### config.mk
export PLATFORM = sky130hd
export DESIGN_NAME = prod_accum_64_flat
export DESIGN_NICKNAME = d
export VERILOG_FILES = /design/src/rtl/prod_accum_pkg.sv /design/src/rtl/prod_accum_if.sv /design/src/rtl/prod_accum_add.sv /design/src/rtl/prod_accum_64.sv /design/src/flat_wrapper.sv
export SDC_FILE = /design/constraint.sdc
export NUM_CORES = 1
export LEC_CHECK = 0
export CAP_MARGIN = 20
export CORE_MARGIN = 8
export CORE_UTILIZATION = 44
export CTS_CLUSTER_DIAMETER = 40
export DETAILED_ROUTE_END_ITERATION = 7
export PLACE_DENSITY_LB_ADDON = 0.08
export SLEW_MARGIN = 40
export SYNTH_ARGS = -nofsm -noshare
export SYNTH_HDL_FRONTEND = slang
export SYNTH_SLANG_ARGS = --single-unit
export TNS_END_PERCENT = 30
### constraint.sdc
create_clock -name clk -period 3.5 [get_ports clk]
set_input_delay 0.7 -clock clk [delete_from_list [all_inputs] [get_ports clk]]
set_output_delay 0.7 -clock clk [all_outputs]
set_load 0.03 [all_outputs]
### src/rtl/prod_accum_pkg.sv
// Shared types and default widths for the product accumulator block.
package prod_accum_pkg;

    typedef enum logic [1:0] {
        IDLE  = 2'd0,
        ACCUM = 2'd1,
        HOLD  = 2'd2
    } state_t;

    localparam int PROD_W_D = 64;
    localparam int ACC_W_D  = 80;
    localparam int CNT_W_D  = 16;

endpackage

### src/rtl/prod_accum_if.sv
// Control, product and result handshake bundle for prod_accum_64.
interface prod_accum_if
    import prod_accum_pkg::*;
#(
    parameter int PROD_W = PROD_W_D,
    parameter int ACC_W  = ACC_W_D,
    parameter int CNT_W  = CNT_W_D
) ();
    logic              start;
    logic [CNT_W-1:0]  cfg_len;
    logic              prod_valid;
    logic              prod_ready;
    logic [PROD_W-1:0] product;
    logic              res_valid;
    logic              res_ready;
    logic [ACC_W-1:0]  res_sum;
    logic [CNT_W-1:0]  res_count;
    logic              res_ovf;
    logic              busy;

    modport master (
        output start, cfg_len, prod_valid, product, res_ready,
        input  prod_ready, res_valid, res_sum, res_count, res_ovf, busy
    );

    modport slave (
        input  start, cfg_len, prod_valid, product, res_ready,
        output prod_ready, res_valid, res_sum, res_count, res_ovf, busy
    );
endinterface

### src/rtl/prod_accum_add.sv
// Zero-extending accumulator adder with carry-out.
// PROD_ACCUM_SAT_EN selects saturation to all ones instead of modular wrap.
module prod_accum_add #(
    parameter int PROD_W = 64,
    parameter int ACC_W  = 80
) (
    input  logic [ACC_W-1:0]  acc,
    input  logic [PROD_W-1:0] product,
    output logic [ACC_W-1:0]  sum,
    output logic              carry
);
    logic [ACC_W-1:0] ext_s;
    logic [ACC_W:0]   raw_s;

    generate
        if (ACC_W > PROD_W) begin : g_ext
            assign ext_s = {{(ACC_W-PROD_W){1'b0}}, product};
        end else begin : g_same
            assign ext_s = product;
        end
    endgenerate

    // Full-width add; the extra MSB is the carry-out.
    always_comb begin
        raw_s = {1'b0, acc} + {1'b0, ext_s};
        carry = raw_s[ACC_W];
`ifdef PROD_ACCUM_SAT_EN
        if (raw_s[ACC_W]) begin
            sum = {ACC_W{1'b1}};
        end else begin
            sum = raw_s[ACC_W-1:0];
        end
`else
        sum = raw_s[ACC_W-1:0];
`endif
    end
endmodule

### src/rtl/prod_accum_64.sv
// Accumulates a programmed-length block of 64-bit products and returns sum/count/overflow.
// Build option: PROD_ACCUM_SAT_EN (saturating accumulator instead of wrap).
module prod_accum_64
    import prod_accum_pkg::*;
#(
    parameter int PROD_W = PROD_W_D,
    parameter int ACC_W  = ACC_W_D,
    parameter int CNT_W  = CNT_W_D
) (
    input logic         clk,
    input logic         rst_n,
    prod_accum_if.slave bus
);
    state_t            state_r;
    logic [ACC_W-1:0]  acc_r;
    logic [CNT_W-1:0]  count_r;
    logic [CNT_W-1:0]  len_r;
    logic              ovf_r;
    logic              prod_ready_r;
    logic              res_valid_r;
    logic [ACC_W-1:0]  res_sum_r;
    logic [CNT_W-1:0]  res_count_r;
    logic              res_ovf_r;
    logic              busy_r;

    logic [ACC_W-1:0]  sum_s;
    logic              carry_s;
    logic              hs_s;
    logic [CNT_W-1:0]  one_s;

    assign one_s = {{(CNT_W-1){1'b0}}, 1'b1};
    assign hs_s  = bus.prod_valid && prod_ready_r;

    prod_accum_add #(.PROD_W(PROD_W), .ACC_W(ACC_W)) u_add (
        .acc     (acc_r),
        .product (bus.product),
        .sum     (sum_s),
        .carry   (carry_s)
    );

    // Block FSM; result outputs are loaded on entry to HOLD and cleared on exit.
    always_ff @(posedge clk or negedge rst_n) begin
        if (!rst_n) begin
            state_r      <= IDLE;
            acc_r        <= {ACC_W{1'b0}};
            count_r      <= {CNT_W{1'b0}};
            len_r        <= {CNT_W{1'b0}};
            ovf_r        <= 1'b0;
            prod_ready_r <= 1'b0;
            res_valid_r  <= 1'b0;
            res_sum_r    <= {ACC_W{1'b0}};
            res_count_r  <= {CNT_W{1'b0}};
            res_ovf_r    <= 1'b0;
            busy_r       <= 1'b0;
        end else begin
            case (state_r)
                IDLE: begin
                    if (bus.start) begin
                        len_r   <= bus.cfg_len;
                        acc_r   <= {ACC_W{1'b0}};
                        count_r <= {CNT_W{1'b0}};
                        ovf_r   <= 1'b0;
                        busy_r  <= 1'b1;
                        if (bus.cfg_len == {CNT_W{1'b0}}) begin
                            state_r     <= HOLD;
                            res_valid_r <= 1'b1;
                        end else begin
                            state_r      <= ACCUM;
                            prod_ready_r <= 1'b1;
                        end
                    end
                end
                ACCUM: begin
                    if (hs_s) begin
                        acc_r   <= sum_s;
                        count_r <= count_r + one_s;
                        ovf_r   <= ovf_r | carry_s;
                        // Comparing against len-1 keeps count from ever wrapping at max length.
                        if (count_r == len_r - one_s) begin
                            state_r      <= HOLD;
                            prod_ready_r <= 1'b0;
                            res_valid_r  <= 1'b1;
                            res_sum_r    <= sum_s;
                            res_count_r  <= count_r + one_s;
                            res_ovf_r    <= ovf_r | carry_s;
                        end
                    end
                end
                HOLD: begin
                    if (bus.res_ready) begin
                        state_r     <= IDLE;
                        res_valid_r <= 1'b0;
                        res_sum_r   <= {ACC_W{1'b0}};
                        res_count_r <= {CNT_W{1'b0}};
                        res_ovf_r   <= 1'b0;
                        busy_r      <= 1'b0;
                    end
                end
                default: begin
                    state_r      <= IDLE;
                    prod_ready_r <= 1'b0;
                    res_valid_r  <= 1'b0;
                    res_sum_r    <= {ACC_W{1'b0}};
                    res_count_r  <= {CNT_W{1'b0}};
                    res_ovf_r    <= 1'b0;
                    busy_r       <= 1'b0;
                end
            endcase
        end
    end

    assign bus.prod_ready = prod_ready_r;
    assign bus.res_valid  = res_valid_r;
    assign bus.res_sum    = res_sum_r;
    assign bus.res_count  = res_count_r;
    assign bus.res_ovf    = res_ovf_r;
    assign bus.busy       = busy_r;
endmodule

### src/flat_wrapper.sv
// flat-port wrapper written by rule: the top's interface ports become plain ports
module prod_accum_64_flat import prod_accum_pkg::*;
#(
    parameter int PROD_W = PROD_W_D,
    parameter int ACC_W  = ACC_W_D,
    parameter int CNT_W  = CNT_W_D
)
  (clk, rst_n, bus_start, bus_cfg_len, bus_prod_valid, bus_product, bus_res_ready, bus_prod_ready, bus_res_valid, bus_res_sum, bus_res_count, bus_res_ovf, bus_busy);
  prod_accum_if #(.PROD_W(PROD_W), .ACC_W(ACC_W), .CNT_W(CNT_W)) bus_i ();
  input logic clk;
  input logic rst_n;
  input wire logic [$bits(bus_i.start)-1:0] bus_start;
  input wire logic [$bits(bus_i.cfg_len)-1:0] bus_cfg_len;
  input wire logic [$bits(bus_i.prod_valid)-1:0] bus_prod_valid;
  input wire logic [$bits(bus_i.product)-1:0] bus_product;
  input wire logic [$bits(bus_i.res_ready)-1:0] bus_res_ready;
  output wire logic [$bits(bus_i.prod_ready)-1:0] bus_prod_ready;
  output wire logic [$bits(bus_i.res_valid)-1:0] bus_res_valid;
  output wire logic [$bits(bus_i.res_sum)-1:0] bus_res_sum;
  output wire logic [$bits(bus_i.res_count)-1:0] bus_res_count;
  output wire logic [$bits(bus_i.res_ovf)-1:0] bus_res_ovf;
  output wire logic [$bits(bus_i.busy)-1:0] bus_busy;
  assign bus_i.start = bus_start;
  assign bus_i.cfg_len = bus_cfg_len;
  assign bus_i.prod_valid = bus_prod_valid;
  assign bus_i.product = bus_product;
  assign bus_i.res_ready = bus_res_ready;
  assign bus_prod_ready = bus_i.prod_ready;
  assign bus_res_valid = bus_i.res_valid;
  assign bus_res_sum = bus_i.res_sum;
  assign bus_res_count = bus_i.res_count;
  assign bus_res_ovf = bus_i.res_ovf;
  assign bus_busy = bus_i.busy;
  prod_accum_64 #(.PROD_W(PROD_W), .ACC_W(ACC_W), .CNT_W(CNT_W)) u_core (.clk(clk), .rst_n(rst_n), .bus(bus_i));
endmodule
==> results list <==
- Total gr overflow: 0
* Top cell type by total area after synthesis: sky130_fd_sc_hd__dfrtp_1
- After clock tree synthesis, the clock-pin slew on the worst setup and hold paths is 50 ps.
- Reg2reg path depth: 15
- Cell row count: 64
* Highest achievable clock rate: 294 MHz
- TritonCTS clock tree: yes
- Of the post-synthesis cell area, the part taken by muxes is 2.18%.
* Largest driver fanout on the critical path: 6
- Max Buffers Root-to-Sink: 3
* Final number of hold-violating endpoints: 0
- Worst hold path type: primary input to async pin
- Leaving out filler cells and counting taps, the final layout contains 2335.
- The initial antenna violation count was 0.
- By startpoint and endpoint, the worst setup path is classified as primary input to flop.
- The detail route stage leaves a number of antenna-violating nets equal to 0.
* PortBufs: 184
- Average size of a mapped cell: 8.69 um2
- Counting I/O delays and the setup requirement, the final critical path takes 3400 ps.
* Power Dens Cells: 742 nW/um2
- The die covers 36400 um2.
- The startpoint identified for the worst register-to-register timing path is u_core.acc_r[0].
- After synthesis, the share of flip-flops with an asynchronous set or reset is 100%.
- Total number of cells along the worst setup path: 16
- WL per Instance: 17.9 um
- Overall global routing resource usage: 22.6%
* Crit path from: bus_product[0]
* Vias in the first global route: 12800
- Max VDD drop: 0.517 mV
* Delay of the slowest critical-path stage: 400 ps
- For this run, the register share of the synthesized area comes to 40.0%.
* Number of failing setup endpoints in the final timing report: 0
- The first global-routing pass estimated 67.4 mm of wire.
- OpenSTA, run right after detailed placement, puts the worst setup slack at -731 ps.
- For this configuration, the core starts out at a cell density of 44.3%.
* Post-synth EDFFs: 0
- The worst setup path is launched from a primary input.
- Clock tree synthesis inserted a total of 36 buffers.
- Relative to the synthesized area, the layout overhead comes to 41.3%.
- H-tree level count: 2
- Post-synthesis sequential element count: 215
- Cell count after placement: 2249
* Fraction of layout instances using a drive strength above 1: 21.4%
* Avg Vias per Cell: 5.40
- From left edge to right edge, the die measures 191 um.
- The cell family contributing the most delay on the critical path is compound AO/OA/AOI/OAI gates.
- Clk sinks: 215
* Largest net degree at the start of global routing: 90
- Count of synthesis-stage warnings from yosys: 0
* DRC viols: 0
- After Yosys synthesis, XOR and XNOR cells account for 7.03% of the synthesized area.
- STA puts the critical path data arrival time at 3830 ps.
- Across the run, the number of max-cap violations was 0.
- Via count of the routed design: 12600
- Total standard cell area after synthesis: 13500 um2
- CORE AREA: 30300 um2
- Least setup slack across all paths after layout: 97.8 ps
- Yosys attributes the largest share of cell area to sky130_fd_sc_hd__dfrtp_1 40%, sky130_fd_sc_hd__nand2_1 8.0%, sky130_fd_sc_hd__ha_1 6.1%.
- Fraction of synthesized cell area taken by the top area cell type: 40.0%
- Cell Chain, Critical Path: dlygate4sd2_1, ha_2, fa_2, a211oi_2, buf_4, o21ba_4, o31ai_4, a211o_4, a211oi_2, a211o_1, a311oi_2, buf_4, buf_4, and3_4, xnor2_1, o31ai_1
- In the synthesized netlist, the number of instances is 1549.
- The root buffer cell chosen for the clock tree is sky130_fd_sc_hd__clkbuf_16.
- Count of routing violations after the opening detailed-route iteration: 760
* Count of inserted antenna diode cells: 0
* Final RePlAce weighted congestion: 0.939
* Most prevalent standard cell on the critical path: sky130_fd_sc_hd__buf_4
* WP data required: 3930 ps
- Slew HR: 49.2%
- Counting distinct cell types in the post-synthesis netlist gives 69.
- Vertical extent of the die: 191 um
* Worst Path Buf+Inv: 4
- By area, the combinational part of the netlist is dominated by compound AO/OA/AOI/OAI gates.
- Total Nets Final: 2063
- Fin crit share: 97.2%
* Synth Area in Adders: 6.29%
- The largest individual stage delay along the critical path comes from the cell sky130_fd_sc_hd__fa_2.
- Summed over all cells, the static leakage comes to 0.00874 uW.
- The most critical setup path has its endpoint at u_core.bus.res_sum[66].
- The synthesized netlist devotes 17.8% of its cell area to simple gates.
* I/O pin count: 185
- After legalization and detailed placement, the total HPWL measured 31.0 mm.
- The endpoint identified for the worst register-to-register timing path is u_core.bus.res_sum[66].
- The run finished with clean final reports.
- CTS Hold Buffers Added: 0
- Summing the areas of all compound-gate instances in the mapped netlist gives 22.7% of the synthesized area.
- Setup skew after layout: 13.8 ps
- Clk_lat worst skew: 510 ps
* Critical path capture point type: flop
- The max-slew violation count is 0.
* Setup slack of the most critical reg-to-reg path: 130 ps
- First-pass iteration count of the detailed router: 8
* Net Count, Synth: 1701
* Total Neg Setup Slack: 0 ps
- Among all flip-flop cells after synthesis, the most frequent one is sky130_fd_sc_hd__dfrtp_1.
- Total wirelength of the detailed-routed design: 41.9 mm
* Worst Tran Pin Value: 761 ps
## worst reg2reg max path, stage by stage, from the launching register on
cell,delay [ps]
sky130_fd_sc_hd__dfrtp_1,380
sky130_fd_sc_hd__ha_2,210
sky130_fd_sc_hd__fa_2,400
sky130_fd_sc_hd__a211oi_2,200
sky130_fd_sc_hd__buf_4,150
sky130_fd_sc_hd__o21ba_4,150
sky130_fd_sc_hd__o31ai_4,60
sky130_fd_sc_hd__a211o_4,360
sky130_fd_sc_hd__a211oi_2,260
sky130_fd_sc_hd__a211o_1,220
sky130_fd_sc_hd__a311oi_2,120
sky130_fd_sc_hd__buf_4,170
sky130_fd_sc_hd__buf_4,140
sky130_fd_sc_hd__and3_4,170
sky130_fd_sc_hd__xnor2_1,110
sky130_fd_sc_hd__o31ai_1,180
## cells by family after synthesis
logic type / after synthesis
flip-flops: 215
multiplexers: 26
buffers and inverters: 132
AO/OA/AOI/OAI: 476
AND/OR/NAND/NOR: 525
adder cells (fa/ha/maj): 67
XOR/XNOR: 108
## Yosys cell counts, types with 3 or more instances
cell / number
sky130_fd_sc_hd__a211oi_1: 9
sky130_fd_sc_hd__nor4_1: 11
sky130_fd_sc_hd__o21ai_1: 54
sky130_fd_sc_hd__nand4_1: 37
sky130_fd_sc_hd__clkbuf_1: 75
sky130_fd_sc_hd__nor2_1: 72
sky130_fd_sc_hd__a21o_1: 34
sky130_fd_sc_hd__nor4_2: 4
sky130_fd_sc_hd__ha_1: 66
sky130_fd_sc_hd__a21boi_0: 3
sky130_fd_sc_hd__a31o_2: 3
sky130_fd_sc_hd__o31ai_2: 16
sky130_fd_sc_hd__and3_1: 17
sky130_fd_sc_hd__inv_1: 27
sky130_fd_sc_hd__a31oi_1: 19
sky130_fd_sc_hd__and2_1: 7
sky130_fd_sc_hd__mux2_1: 13
sky130_fd_sc_hd__nor2b_1: 5
sky130_fd_sc_hd__o21ai_0: 112
sky130_fd_sc_hd__buf_2: 16
sky130_fd_sc_hd__mux2_2: 13
sky130_fd_sc_hd__nor3_1: 18
sky130_fd_sc_hd__a21oi_1: 111
sky130_fd_sc_hd__a22o_1: 20
sky130_fd_sc_hd__a211oi_2: 4
sky130_fd_sc_hd__nand3b_1: 5
sky130_fd_sc_hd__o21a_1: 12
sky130_fd_sc_hd__xor2_1: 37
sky130_fd_sc_hd__buf_6: 3
sky130_fd_sc_hd__o41ai_2: 3
sky130_fd_sc_hd__xnor2_1: 71
sky130_fd_sc_hd__or3_1: 7
sky130_fd_sc_hd__o31ai_1: 33
sky130_fd_sc_hd__nand2_1: 285
sky130_fd_sc_hd__nor3b_1: 3
sky130_fd_sc_hd__buf_1: 9
sky130_fd_sc_hd__and4_1: 3
sky130_fd_sc_hd__o21bai_1: 13
sky130_fd_sc_hd__nand3_1: 28
sky130_fd_sc_hd__o211ai_1: 7
sky130_fd_sc_hd__dfrtp_1: 215
sky130_fd_sc_hd__nand2b_1: 13
## worst min-delay path by stage
stage	from	end	slack [ps]	depth (start not counted)
5_1_grt	rst_n	u_core.acc_r[33]	240	1
3_3_place_gp	u_core.acc_r[8]	u_core.acc_r[8]	450	2
2_1_floorplan	rst_n	u_core.acc_r[0]	400	0
4_1_cts	rst_n	u_core.acc_r[33]	230	1
3_5_place_dp	u_core.acc_r[23]	u_core.acc_r[23]	460	2
6_report	rst_n	u_core.acc_r[33]	200	1
## where the power goes
part           switching (uW)  leakage (uW)  internal, uW
clock                    1300      0.000620          2410
sequential                331       0.00286          2880
combinational            3800       0.00526          3390
## state kept, by name, indices dropped and copies added, names as in the netlist
name	flops
u_core.state_r	2
u_core.count_r	16
u_core.acc_r	80
u_core.bus.res_valid	1
u_core.bus.busy	1
u_core.ovf_r	1
u_core.bus.prod_ready	1
u_core.bus.res_sum	80
u_core.len_r	16
u_core.bus.res_ovf	1
u_core.bus.res_count	16
## area by class of cell
class | count | area (um2)
inverter | 28 | 105
clock buffer | 41 | 982
fill | 2652 | 11300
timing repair buffer | 428 | 3820
clock inverter | 25 | 300
multi-input combinational | 1202 | 7940
tap | 396 | 495
sequential | 215 | 5380
## timing repair
action | CTS | global route
pin swaps | 22 | 34
endpoints found under the setup margin | 57 | 66
gates cloned | 0 | 0
gates resized for setup | 26 | 51
hold endpoints to repair | 0 | 0
setup buffers | 15 | 5
## placed cells by master (no fill, tap or decap), types with 13 or more instances in the layout
cell / n
sky130_fd_sc_hd__nand2_1: 285
sky130_fd_sc_hd__buf_4: 235
sky130_fd_sc_hd__dfrtp_1: 215
sky130_fd_sc_hd__clkdlybuf4s50_1: 168
sky130_fd_sc_hd__o21ai_0: 107
sky130_fd_sc_hd__a21oi_1: 102
sky130_fd_sc_hd__nor2_1: 70
sky130_fd_sc_hd__xnor2_1: 70
sky130_fd_sc_hd__o21ai_1: 57
sky130_fd_sc_hd__ha_1: 49
sky130_fd_sc_hd__clkbuf_16: 38
sky130_fd_sc_hd__nand4_1: 37
sky130_fd_sc_hd__xor2_1: 37
sky130_fd_sc_hd__a21o_1: 34
sky130_fd_sc_hd__o31ai_1: 32
sky130_fd_sc_hd__nand3_1: 28
sky130_fd_sc_hd__inv_1: 27
sky130_fd_sc_hd__a22o_1: 20
sky130_fd_sc_hd__a31oi_1: 19
sky130_fd_sc_hd__nor3_1: 17
sky130_fd_sc_hd__o31ai_2: 16
sky130_fd_sc_hd__and3_1: 16
sky130_fd_sc_hd__dlymetal6s2s_1: 14
sky130_fd_sc_hd__mux2_2: 13
sky130_fd_sc_hd__ha_4: 13
## stage by stage
| step | util (%) | power [uW] | hold WS (ps) | cell area (um2) |
|---|---|---|---|---|
| after floorplan | - | 7100 | 404 | 13500 |
| after global placement | 56.6 | 9850 | 455 | 17200 |
| after detailed placement | 56.6 | 9910 | 463 | 17200 |
| after CTS | 61.6 | 13900 | 227 | 18700 |
| after global routing | 62.7 | 15100 | 236 | 19000 |
| final | 62.7 | 14100 | 196 | 19000 |
## routing by layer
layer,GRT usage (%),vias to the layer above,part of all wire [%]
met5,0,-,0
met4,6.62,0,2.6
li1,-,6259,-
met3,4.94,74,5.8
met1,30.3,5978,46
met2,36.1,307,46
Note: power is estimated with default switching activity, not from simulation.
